`config.mk`:
```
export PLATFORM = sky130hd
export DESIGN_NAME = lifm_lowering_feeder_flat
export DESIGN_NICKNAME = d
export VERILOG_FILES = /design/src/rtl/lifm_lowering_feeder_pkg.sv /design/src/rtl/lifm_lowering_feeder_if.sv /design/src/rtl/lifm_lowering_feeder_pos_stepper.sv /design/src/rtl/lifm_lowering_feeder.sv /design/src/flat_wrapper.sv
export SDC_FILE = /design/constraint.sdc
export NUM_CORES = 2
export LEC_CHECK = 0
export BUFFER_PORTS_ARGS = -buffer_cell sky130_fd_sc_hd__clkbuf_2
export CELL_PAD_IN_SITES_DETAIL_PLACEMENT = 1
export CELL_PAD_IN_SITES_GLOBAL_PLACEMENT = 2
export CORE_AREA = 2 2 267 269
export DETAILED_ROUTE_END_ITERATION = 10
export DIE_AREA = 0 0 269 271
export PLACE_DENSITY_LB_ADDON = 0.1
export SETUP_SLACK_MARGIN = 0.02
export SKIP_CTS_REPAIR_TIMING = 1
export SYNTH_ARGS = -nofsm -noshare
export SYNTH_HDL_FRONTEND = slang
export SYNTH_SLANG_ARGS = --single-unit
```
`constraint.sdc`:
```
create_clock -name clk -period 87.4 [get_ports clk]
set_clock_uncertainty 0.1 [all_clocks]
set_input_delay 4.37 -clock clk [delete_from_list [all_inputs] [get_ports clk]]
set_output_delay 4.37 -clock clk [all_outputs]
set_load 0.02 [all_outputs]
```
`src/rtl/lifm_lowering_feeder_pkg.sv`:
```
// Shared definitions for the LIFM lowering feeder and the redundancy controller:
// default sizes, feeder FSM encoding and helpers to read/write one slot of a packed line.
package lifm_lowering_feeder_pkg;

    localparam int LF_WORD_WIDTH = 8;
    localparam int LF_MAX_R_SIZE = 4;
    localparam int LF_ADDR_WIDTH = 16;
    localparam int LF_LINE_WIDTH = LF_MAX_R_SIZE * LF_WORD_WIDTH;

    typedef enum logic [2:0] {
        ST_IDLE,
        ST_SETUP,
        ST_FETCH,
        ST_DRAIN,
        ST_OUT,
        ST_FIN
    } feeder_state_t;

    // Slot r of a packed line lives at bits [r*WORD_WIDTH +: WORD_WIDTH].
    function automatic logic [LF_WORD_WIDTH-1:0] line_slot_get(
        input logic [LF_LINE_WIDTH-1:0] line,
        input int                       r
    );
        return line[r*LF_WORD_WIDTH +: LF_WORD_WIDTH];
    endfunction

    function automatic logic [LF_LINE_WIDTH-1:0] line_slot_set(
        input logic [LF_LINE_WIDTH-1:0] line,
        input int                       r,
        input logic [LF_WORD_WIDTH-1:0] word
    );
        logic [LF_LINE_WIDTH-1:0] result;
        result = line;
        result[r*LF_WORD_WIDTH +: LF_WORD_WIDTH] = word;
        return result;
    endfunction

endpackage

```
`src/rtl/lifm_lowering_feeder_if.sv`:
```
// Column stream from the feeder to the redundancy controller: index, packed line and
// slot mask qualified by a valid/ready handshake.
interface lifm_lowering_feeder_if
    import lifm_lowering_feeder_pkg::*;
#(
    parameter int WORD_WIDTH = LF_WORD_WIDTH,
    parameter int MAX_R_SIZE = LF_MAX_R_SIZE
);
    logic                             out_valid;
    logic                             out_ready;
    logic [WORD_WIDTH-1:0]            idx;
    logic [MAX_R_SIZE*WORD_WIDTH-1:0] lifm_line;
    logic [MAX_R_SIZE-1:0]            line_mask;

    modport master (output out_valid, idx, lifm_line, line_mask, input out_ready);
    modport slave  (input out_valid, idx, lifm_line, line_mask, output out_ready);
endinterface

```
`src/rtl/lifm_lowering_feeder_pos_stepper.sv`:
```
// Walks the output positions of a tile in raster order, one slot per cycle, and records
// for each slot the IFM address of its receptive-field origin and whether it is real.
module lifm_pos_stepper
    import lifm_lowering_feeder_pkg::*;
#(
    parameter int WORD_WIDTH = LF_WORD_WIDTH,
    parameter int ADDR_WIDTH = LF_ADDR_WIDTH,
    parameter int MAX_R_SIZE = LF_MAX_R_SIZE,
    parameter int SLOT_WIDTH = (MAX_R_SIZE > 1) ? $clog2(MAX_R_SIZE) : 1
) (
    input  logic                                 clk,
    input  logic                                 reset,
    input  logic                                 run,
    input  logic [SLOT_WIDTH-1:0]                slot,
    input  logic [ADDR_WIDTH-1:0]                p_base,
    input  logic [WORD_WIDTH-1:0]                iw,
    input  logic [WORD_WIDTH-1:0]                ow,
    input  logic [WORD_WIDTH-1:0]                oh,
    input  logic [WORD_WIDTH-1:0]                st,
    output logic [MAX_R_SIZE-1:0][ADDR_WIDTH-1:0] base,
    output logic [MAX_R_SIZE-1:0]                mask
);

    logic [ADDR_WIDTH-1:0] ox_q;
    logic [ADDR_WIDTH-1:0] oy_q;
    logic [ADDR_WIDTH-1:0] ow_ext;
    logic [ADDR_WIDTH-1:0] cur_ox;
    logic [ADDR_WIDTH-1:0] cur_oy;
    logic [ADDR_WIDTH-1:0] p_cur;
    logic [ADDR_WIDTH-1:0] area;
    logic [ADDR_WIDTH-1:0] base_cur;

    // Current slot position: slot 0 is seeded from p_base, later slots come from the stepper.
    always_comb begin
        ow_ext = (ow == '0) ? ADDR_WIDTH'(1) : ADDR_WIDTH'(ow);
        if (slot == '0) begin
            cur_ox = p_base % ow_ext;
            cur_oy = p_base / ow_ext;
        end else begin
            cur_ox = ox_q;
            cur_oy = oy_q;
        end
        p_cur    = p_base + ADDR_WIDTH'(slot);
        area     = ADDR_WIDTH'(oh) * ADDR_WIDTH'(ow);
        base_cur = cur_oy * ADDR_WIDTH'(st) * ADDR_WIDTH'(iw) + cur_ox * ADDR_WIDTH'(st);
    end

    // Record base/mask for this slot and step ox/oy to the next raster position.
    always_ff @(posedge clk or posedge reset) begin
        if (reset) begin
            ox_q <= '0;
            oy_q <= '0;
            base <= '0;
            mask <= '0;
        end else if (run) begin
            base[slot] <= base_cur;
            mask[slot] <= (p_cur < area);
            if ((cur_ox + ADDR_WIDTH'(1)) == ow_ext) begin
                ox_q <= '0;
                oy_q <= cur_oy + ADDR_WIDTH'(1);
            end else begin
                ox_q <= cur_ox + ADDR_WIDTH'(1);
                oy_q <= cur_oy;
            end
        end
    end

endmodule

```
`src/rtl/lifm_lowering_feeder.sv`:
```
// Lowers one IFM channel im2col-style: for every filter tap it reads one word per output
// position of the tile and hands the packed column to the redundancy controller.
module lifm_lowering_feeder
    import lifm_lowering_feeder_pkg::*;
#(
    parameter int WORD_WIDTH = LF_WORD_WIDTH,
    parameter int MAX_R_SIZE = LF_MAX_R_SIZE,
    parameter int ADDR_WIDTH = LF_ADDR_WIDTH
) (
    input  logic                  clk,
    input  logic                  reset,
    input  logic                  start,
    input  logic [WORD_WIDTH-1:0] iw,
    input  logic [WORD_WIDTH-1:0] ow,
    input  logic [WORD_WIDTH-1:0] oh,
    input  logic [WORD_WIDTH-1:0] fw,
    input  logic [WORD_WIDTH-1:0] fh,
    input  logic [WORD_WIDTH-1:0] st,
    input  logic [ADDR_WIDTH-1:0] p_base,
    output logic                  busy,
    output logic                  done,
    output logic                  ifm_rd_en,
    output logic [ADDR_WIDTH-1:0] ifm_addr,
    input  logic [WORD_WIDTH-1:0] ifm_rdata,
    lifm_lowering_feeder_if.master out_if
);

    localparam int SLOT_WIDTH = (MAX_R_SIZE > 1) ? $clog2(MAX_R_SIZE) : 1;
    localparam logic [SLOT_WIDTH-1:0] SLOT_LAST = SLOT_WIDTH'(MAX_R_SIZE - 1);

    feeder_state_t state_q, state_d;

    logic [WORD_WIDTH-1:0]            iw_q, ow_q, oh_q, fw_q, fh_q, st_q;
    logic [ADDR_WIDTH-1:0]            p_base_q;
    logic [SLOT_WIDTH-1:0]            slot_q;
    logic [WORD_WIDTH-1:0]            kx_q, ky_q, idx_q;
    logic [ADDR_WIDTH-1:0]            row_off_q;
    logic [MAX_R_SIZE*WORD_WIDTH-1:0] line_q;
    logic                             pend_active_q;
    logic [SLOT_WIDTH-1:0]            pend_slot_q;
    logic                             pend_rd_q;
    logic                             out_valid;
    logic [MAX_R_SIZE-1:0][ADDR_WIDTH-1:0] slot_base;
    logic [MAX_R_SIZE-1:0]            slot_mask;

    logic slot_last;
    logic last_col;
    logic accept;

    assign slot_last = (slot_q == SLOT_LAST);
    assign last_col  = (kx_q == fw_q - WORD_WIDTH'(1)) && (ky_q == fh_q - WORD_WIDTH'(1));
    assign accept    = (state_q == ST_OUT) && out_if.out_ready;

    assign out_if.out_valid = out_valid;
    assign out_if.idx       = idx_q;
    assign out_if.lifm_line = line_q;
    assign out_if.line_mask = slot_mask;

    lifm_pos_stepper #(
        .WORD_WIDTH (WORD_WIDTH),
        .ADDR_WIDTH (ADDR_WIDTH),
        .MAX_R_SIZE (MAX_R_SIZE),
        .SLOT_WIDTH (SLOT_WIDTH)
    ) u_stepper (
        .clk    (clk),
        .reset  (reset),
        .run    (state_q == ST_SETUP),
        .slot   (slot_q),
        .p_base (p_base_q),
        .iw     (iw_q),
        .ow     (ow_q),
        .oh     (oh_q),
        .st     (st_q),
        .base   (slot_base),
        .mask   (slot_mask)
    );

    // State register.
    always_ff @(posedge clk or posedge reset) begin
        if (reset) begin
            state_q <= ST_IDLE;
        end else begin
            state_q <= state_d;
        end
    end

    // Next-state logic plus status, read-port and handshake outputs.
    always_comb begin
        state_d   = state_q;
        busy      = 1'b0;
        done      = 1'b0;
        ifm_rd_en = 1'b0;
        ifm_addr  = '0;
        out_valid = 1'b0;
        case (state_q)
            ST_IDLE: begin
                if (start) begin
                    state_d = (fw == '0 || fh == '0) ? ST_FIN : ST_SETUP;
                end
            end
            ST_SETUP: begin
                busy = 1'b1;
                if (slot_last) state_d = ST_FETCH;
            end
            ST_FETCH: begin
                busy = 1'b1;
                if (slot_mask[slot_q]) begin
                    ifm_rd_en = 1'b1;
                    ifm_addr  = slot_base[slot_q] + row_off_q + ADDR_WIDTH'(kx_q);
                end
                if (slot_last) state_d = ST_DRAIN;
            end
            ST_DRAIN: begin
                busy    = 1'b1;
                state_d = ST_OUT;
            end
            ST_OUT: begin
                busy      = 1'b1;
                out_valid = 1'b1;
                if (out_if.out_ready) state_d = last_col ? ST_FIN : ST_FETCH;
            end
            ST_FIN: begin
                done    = 1'b1;
                state_d = ST_IDLE;
            end
            default: state_d = ST_IDLE;
        endcase
    end

    // Config latch, slot counter, read-data capture and filter-tap walk.
    always_ff @(posedge clk or posedge reset) begin
        if (reset) begin
            iw_q          <= '0;
            ow_q          <= '0;
            oh_q          <= '0;
            fw_q          <= '0;
            fh_q          <= '0;
            st_q          <= '0;
            p_base_q      <= '0;
            slot_q        <= '0;
            kx_q          <= '0;
            ky_q          <= '0;
            idx_q         <= '0;
            row_off_q     <= '0;
            line_q        <= '0;
            pend_active_q <= 1'b0;
            pend_slot_q   <= '0;
            pend_rd_q     <= 1'b0;
        end else begin
            if (state_q == ST_IDLE && start) begin
                iw_q     <= iw;
                ow_q     <= ow;
                oh_q     <= oh;
                fw_q     <= fw;
                fh_q     <= fh;
                st_q     <= (st == '0) ? WORD_WIDTH'(1) : st;
                p_base_q <= p_base;
            end

            if (state_q == ST_SETUP || state_q == ST_FETCH) begin
                slot_q <= slot_last ? '0 : slot_q + SLOT_WIDTH'(1);
            end else begin
                slot_q <= '0;
            end

            pend_active_q <= (state_q == ST_FETCH);
            pend_slot_q   <= slot_q;
            pend_rd_q     <= ifm_rd_en;
            if (pend_active_q) begin
                line_q[pend_slot_q*WORD_WIDTH +: WORD_WIDTH] <= pend_rd_q ? ifm_rdata : '0;
            end

            if (state_q == ST_SETUP) begin
                kx_q      <= '0;
                ky_q      <= '0;
                row_off_q <= '0;
                idx_q     <= '0;
            end else if (accept && !last_col) begin
                if (kx_q == fw_q - WORD_WIDTH'(1)) begin
                    kx_q      <= '0;
                    ky_q      <= ky_q + WORD_WIDTH'(1);
                    row_off_q <= row_off_q + ADDR_WIDTH'(iw_q);
                end else begin
                    kx_q <= kx_q + WORD_WIDTH'(1);
                end
                idx_q <= idx_q + WORD_WIDTH'(1);
            end
        end
    end

endmodule

```
`src/flat_wrapper.sv`:
```
// flat-port wrapper written by rule: the top's interface ports become plain ports
module lifm_lowering_feeder_flat import lifm_lowering_feeder_pkg::*;
#(
    parameter int WORD_WIDTH = LF_WORD_WIDTH,
    parameter int MAX_R_SIZE = LF_MAX_R_SIZE,
    parameter int ADDR_WIDTH = LF_ADDR_WIDTH
)
  (clk, reset, start, iw, ow, oh, fw, fh, st, p_base, busy, done, ifm_rd_en, ifm_addr, ifm_rdata, out_if_out_valid, out_if_idx, out_if_lifm_line, out_if_line_mask, out_if_out_ready);
  lifm_lowering_feeder_if #(.WORD_WIDTH(WORD_WIDTH), .MAX_R_SIZE(MAX_R_SIZE)) out_if_i ();
  input  logic clk;
  input  logic reset;
  input  logic start;
  input  logic [WORD_WIDTH-1:0] iw;
  input  logic [WORD_WIDTH-1:0] ow;
  input  logic [WORD_WIDTH-1:0] oh;
  input  logic [WORD_WIDTH-1:0] fw;
  input  logic [WORD_WIDTH-1:0] fh;
  input  logic [WORD_WIDTH-1:0] st;
  input  logic [ADDR_WIDTH-1:0] p_base;
  output logic busy;
  output logic done;
  output logic ifm_rd_en;
  output logic [ADDR_WIDTH-1:0] ifm_addr;
  input  logic [WORD_WIDTH-1:0] ifm_rdata;
  output wire logic [$bits(out_if_i.out_valid)-1:0] out_if_out_valid;
  output wire logic [$bits(out_if_i.idx)-1:0] out_if_idx;
  output wire logic [$bits(out_if_i.lifm_line)-1:0] out_if_lifm_line;
  output wire logic [$bits(out_if_i.line_mask)-1:0] out_if_line_mask;
  input wire logic [$bits(out_if_i.out_ready)-1:0] out_if_out_ready;
  assign out_if_out_valid = out_if_i.out_valid;
  assign out_if_idx = out_if_i.idx;
  assign out_if_lifm_line = out_if_i.lifm_line;
  assign out_if_line_mask = out_if_i.line_mask;
  assign out_if_i.out_ready = out_if_out_ready;
  lifm_lowering_feeder #(.WORD_WIDTH(WORD_WIDTH), .MAX_R_SIZE(MAX_R_SIZE), .ADDR_WIDTH(ADDR_WIDTH)) u_core (.clk(clk), .reset(reset), .start(start), .iw(iw), .ow(ow), .oh(oh), .fw(fw), .fh(fh), .st(st), .p_base(p_base), .busy(busy), .done(done), .ifm_rd_en(ifm_rd_en), .ifm_addr(ifm_addr), .ifm_rdata(ifm_rdata), .out_if(out_if_i));
endmodule
```
# == Yosys cells after proc, flatten, opt, wreduce, memory -nomap -nowiden ==
# Cells that the tools add are included.
# totals
output_inout_bits,64
in_bits,76
ff_bits,245
word_cells,126
# op_classes
add_sub_neg,14
magnitude_cmp,3
n_shift,2
mul,4
reduce_logical,19
muxes,45
n_div,2
n_eq_ne,13
# op_table
operator,n
16-bit two-way mux,11
8-bit two-way mux,11
64-bit bitwise mux,1
16-bit by 8-bit multiplier with 16-bit output,3
5-bit negation with 34-bit output,1
"8-bit by 34-bit variable shift with 32-bit output, first input constant",1
8-bit by 34-bit indexed part select with 32-bit output,1
"16-bit by 1-bit adder with 16-bit output, second input constant",2
16-bit adder,2
16-bit by 8-bit adder with 16-bit output,2
16-bit binary-select mux with 2-bit select,1
32-bit bitwise mux,1
16-bit demux with 2-bit select,1
8-bit logical NOT,4
"8-bit by 1-bit adder with 8-bit output, second input constant",3
3-bit two-way mux,6
16-bit by 2-bit adder with 16-bit output,1
16-bit by 16-bit divider with 16-bit output,1
16-bit by 8-bit == test with 1-bit output,1
8-bit == test,2
16-bit < comparator,1
16-bit by 16-bit remainder unit with 16-bit output,1
8-bit by 8-bit multiplier with 16-bit output,1
"8-bit by 1-bit subtractor with 8-bit output, second input constant",2
other kinds (24),41

# == Logic depth before layout (Yosys ltp) ==
# logic_depth
ltp_word,8
ltp_mapped,210
mapped_depth_nobuf,202

# == Modules after synthesis ==
# A second synthesis with hierarchy kept.
# unflattened
hier_cells,3481
hier_area_um2,30626.9
# by_module_without_submodules
module,cells_each,n_inst,seq_area_each_um2,area_per_inst_um2
lifm_pos_stepper,2706,1,2502.4,22330.2
lifm_lowering_feeder,775,1,3628.5,8296.7

# == Worst setup path before layout ==
# No wires, ideal clock.
# synth_timing
path_type,register to register
from,register u_core.ow_q[5]
to,register u_core.u_stepper.base[31] (netlist bit)
path_slack_ns,46.123
synth_period_minus_slack_ns,41.277
n_path_buf,9
path_stages_with_launch,199
setup_time_ns,0.138
arrival_time_ns,41.039
required_time_ns,87.162
path_cell_list,dfrtp_1 -> nor4_2 -> nand2_1 -> nor2_1 -> nor2_1 -> ha_1 -> a21oi_1 -> ha_1 -> or4b_1 -> o311ai_0 -> a221oi_1 -> ha_1 -> o211ai_1 -> a211oi_4 -> mux2_2 -> ha_1 -> or3_1 -> o221ai_1 -> [... 163 more ...] -> fa_1 -> xor2_1 -> xnor2_1 -> xnor2_1 -> xnor2_1 -> xnor2_1 -> xnor2_1 -> xnor2_1 -> xnor2_1 -> xnor2_1 -> xnor2_1 -> xnor2_1 -> xnor2_1 -> xnor2_1 -> xnor2_1 -> xnor2_1 -> xnor2_1 -> o21ai_0
# synth_between
elab_chain_cells,8
elab_cells_between_ends,11
cone_classes,1 x add/sub; 3 x mul; 2 x div; 4 x mux; 1 x reduce/logical
# synth_lines
item,line_no,rtl
"start, declared",lifm_lowering_feeder.sv:33,"logic [WORD_WIDTH-1:0] iw_q, ow_q, oh_q, fw_q, fh_q, st_q;"
"start signal, assigned",lifm_lowering_feeder.sv:152,ow_q <= ow;
8-bit logical NOT,lifm_lowering_feeder_pos_stepper.sv:35,ow_ext = (ow == '0) ? ADDR_WIDTH'(1) : ADDR_WIDTH'(ow);
8-bit two-way mux *,lifm_lowering_feeder_pos_stepper.sv:35,
16-bit by 16-bit divider with 16-bit output,lifm_lowering_feeder_pos_stepper.sv:38,cur_oy = p_base / ow_ext;
16-bit two-way mux,lifm_lowering_feeder_pos_stepper.sv:36,if (slot == '0) begin
16-bit by 8-bit multiplier with 16-bit output (2 in a row),lifm_lowering_feeder_pos_stepper.sv:45,base_cur = cur_oy * ADDR_WIDTH'(st) * ADDR_WIDTH'(iw) + cur_ox * ADDR_WIDTH'(st);
16-bit adder *,lifm_lowering_feeder_pos_stepper.sv:45,
64-bit bitwise mux *,lifm_lowering_feeder_pos_stepper.sv:56,base[slot] <= base_cur;
"end signal, assigned by index",lifm_lowering_feeder_pos_stepper.sv:56,
"end, declared",lifm_lowering_feeder_pos_stepper.sv:20,"output logic [MAX_R_SIZE-1:0][ADDR_WIDTH-1:0] base,"
# Mark *: on every way between the ends. The rest lies on a longest branch, timed or not.
# A chain may end at the register's enable or synchronous reset.

# == Worst setup path in the final report ==
# layout_timing
from,register u_core.ow_q[7]
to,register u_core.u_stepper.base[15] (netlist bit)
# Same word-level chain as after synthesis.

==> reports/metrics.yaml <==
status: "finished clean"
ys_types: 118
wl_met3_um: 4230
overflow: 0
slew_viol_final: 0
clk_pin_slew_ps: 60
clock-sinks: 245
drc: 0
wl_um: 96200
slew_headroom_pct: 8.87
synth_warnings: 0
synth_seq_cells: 245
final_net_count: 4114
clk_latency_ps: 610
grt_pass1_vias: 28000
crit_family: "compound AO/OA/AOI/OAI gates"
fin_crit_ps: 48470
worstSetupStartpointType: "register"
pin_count: 140
core_area_um2: 69800
fin_ws_ps: 38930
tns_ps: 0
syn_area_per_cell_um2: 8.87
place_ws_ps: 39500
hold_viol_final: 0
drtIter0Drc: 1291
antenna_found_initial: 1
wire_per_inst_um: 21.4
htree_levels: 1
critPathMaxStageDelay_ps: 820
start_util_pct: 43.9
met2_length_um: 45900
multi_input_comb_area_um2: 22400
required_ps: 87730
dpl_cell_area_um2: 32300
path_buf_inv: 9
cts_made_buffers: 31
clock_path_buffers: 3
root_buffer: "clkbuf_16"
crit_slowest_cell: "a21oi_1"
syn-num-nets: 4044
synth_edf_count: 0
tightest_slew_ps: 1360
mostFrequentLayoutCells: "inv_1 (391), nand2_1 (380), ha_1 (265)"
final-seq-area_um2: 6130
highest-signal-layer: "met4"
synthCells: 3451
grt_usage_pct: 26.7
worst_path_most_repeated_cell: "o21a_1"
syn_to_final_growth_pct: 9.01
cts_tree: "done"
antenna_left: 0
endpoint_kind: "register"
drive_gt1_share_pct: 12.3
finalCritPeriodShare_pct: 55.5
dr.pass1.iters: 5
path_class: "reg2reg"
via_count: 25500
ys_async_sr_fraction_pct: 100
syn_area_um2: 30600
core.rowCount: 97
grt_pass1_wl_um: 154000
hold_class: "reg2reg"
io_buffers: 139
grt_max_degree: 130
rsz0062_at_grt: "false"
die_area_um2: 72900
vias_per_cell: 5.68
stdcell_area_um2: 33400
final_common_cell: "inv_1"
dpl.hpwl_um: 75700
yosys_most_used_dff: "dfrtp_1"
die_y_um: 271
synth-seq-area-share_pct: 20.0
max_cap_violations: 0
crit_path_max_fanout: 19
wl_met1_um: 43800
cp.arrival_ps: 48800
setup_viol: 0
fmax_mhz: 20.6
place.gp.congestion: 0.886
nFillCells: 8237
die_w_um: 269
-- cell usage after synthesis, types with 6 or more instances --
| cell | count | share of area, % |
|---|---|---|
| and4_1 | 10 | 0.29 |
| nand2_1 | 380 | 4.7 |
| nor3b_1 | 7 | 0.17 |
| a211oi_1 | 13 | 0.32 |
| mux2i_1 | 21 | 0.69 |
| nor2b_1 | 53 | 1.1 |
| fa_1 | 251 | 16 |
| o22ai_1 | 6 | 0.12 |
| o21ai_1 | 11 | 0.18 |
| a31oi_1 | 17 | 0.35 |
| nor2_1 | 166 | 2.0 |
| o21a_1 | 41 | 1.0 |
| nand2b_1 | 37 | 0.76 |
| clkbuf_1 | 135 | 1.7 |
| a311oi_1 | 6 | 0.17 |
| a21oi_1 | 138 | 2.3 |
| ha_1 | 266 | 11 |
| a32o_1 | 24 | 0.78 |
| buf_2 | 6 | 0.098 |
| nand3b_1 | 7 | 0.17 |
| o21ai_0 | 150 | 2.5 |
| a21o_1 | 40 | 0.98 |
| and2_1 | 178 | 3.6 |
| nand4_1 | 23 | 0.47 |
| nor4_1 | 15 | 0.31 |
| o21bai_1 | 41 | 1.0 |
| nand3_1 | 67 | 1.1 |
| o211a_1 | 9 | 0.29 |
| a22oi_1 | 13 | 0.32 |
| nor4b_1 | 6 | 0.17 |
| mux2_2 | 97 | 3.6 |
| o211ai_1 | 27 | 0.66 |
| xor2_1 | 60 | 1.7 |
| mux4_2 | 17 | 1.3 |
| nor3_1 | 62 | 1.0 |
| or2_2 | 14 | 0.29 |
| or3_1 | 18 | 0.37 |
| o41ai_1 | 6 | 0.17 |
| dfrtp_1 | 245 | 20 |
| xnor2_1 | 158 | 4.5 |
| inv_1 | 392 | 4.8 |
| or4_1 | 6 | 0.15 |
| o31ai_1 | 34 | 0.83 |
| and3_1 | 33 | 0.67 |
-- flip-flops by register name (all words and copies together) (netlist names), 4 cells and up --
register / count
u_core.u_stepper.base: 64
u_core.ow_q: 8
u_core.row_off_q: 16
u_core.u_stepper.oy_q: 16
u_core.kx_q: 8
u_core.iw_q: 8
u_core.p_base_q: 16
u_core.out_if.lifm_line: 32
u_core.fh_q: 8
u_core.u_stepper.ox_q: 16
u_core.oh_q: 8
u_core.fw_q: 8
u_core.ky_q: 8
u_core.out_if.idx: 8
u_core.u_stepper.mask: 4
u_core.st_q: 8
-- layout make-up --
class / count / share of cell area, %
inverters: 393 / 4.44
diodes: 1 / 0.00750
repair buffers: 187 / 3.16
clock buffers: 34 / 2.39
well taps: 940 / 3.52
flip-flops and latches: 245 / 18.4
clock inverters: 24 / 0.840
multi-input cells: 2663 / 67.3
-- kinds of logic (layout without fill, tap and decap cells) --
| logic type | Yosys count | in the layout | share of synthesized area [%] |
|---|---|---|---|
| other | 0 | 1 | 0 |
| and+or+nand+nor | 1114 | 1114 | 18.6 |
| adders and majority gates | 518 | 518 | 27.3 |
| AOI/OAI and AO/OA | 668 | 668 | 15.0 |
| xor gates and xnor gates | 224 | 224 | 6.64 |
| DFF | 245 | 245 | 20.0 |
| muxes | 139 | 139 | 5.72 |
| buffers and inverters | 543 | 638 | 6.75 |
-- path summary, 6_finish.rpt --
path                                                        from                                     to  cells past startpoint  slack [ps]
max in group asynchronous                                  reset  u_core.u_stepper.oy_q[14]$_DFFE_PP0P_                      4       81240
hold / removal             u_core.u_stepper.ox_q[15]$_DFFE_PP0P_  u_core.u_stepper.ox_q[15]$_DFFE_PP0P_                      2         370
min in group asynchronous                                  reset             u_core.oh_q[0]$_DFFE_PP0P_                      2        3800
hold reg to reg            u_core.u_stepper.ox_q[15]$_DFFE_PP0P_  u_core.u_stepper.ox_q[15]$_DFFE_PP0P_                      2         370
setup / recovery                      u_core.ow_q[7]$_DFFE_PP0P_  u_core.u_stepper.base[15]$_DFFE_PP0P_                    188       38930
setup reg to reg                      u_core.ow_q[7]$_DFFE_PP0P_  u_core.u_stepper.base[15]$_DFFE_PP0P_                    188       38930
-- per-layer routing --
metal	vias to the layer above	global-route usage [%]
li1	11900	-
met3	139	3.20
met4	0	6.24
met1	13000	35.8
met2	496	45.6
met5	-	0
-- worst min-delay path: cells and delay by family (launching register included) --
kind	cells	cell delay [ps]
and+or+nand+nor	2	110
DFF	1	340
-- metrics by stage --
stage / hold slack [ps] / cells / utilization, %
global route: 405 / 4486 / 47.8
floorplan: 328 / 3451 / -
detailed placement: 366 / 4428 / 46.3
CTS: 379 / 4486 / 47.8
finish: 374 / 4487 / 47.8
global placement: 356 / 4428 / 46.3
Power is not shown: default switching activity piles up to over one toggle a cycle in this logic, so the estimate is an artifact.
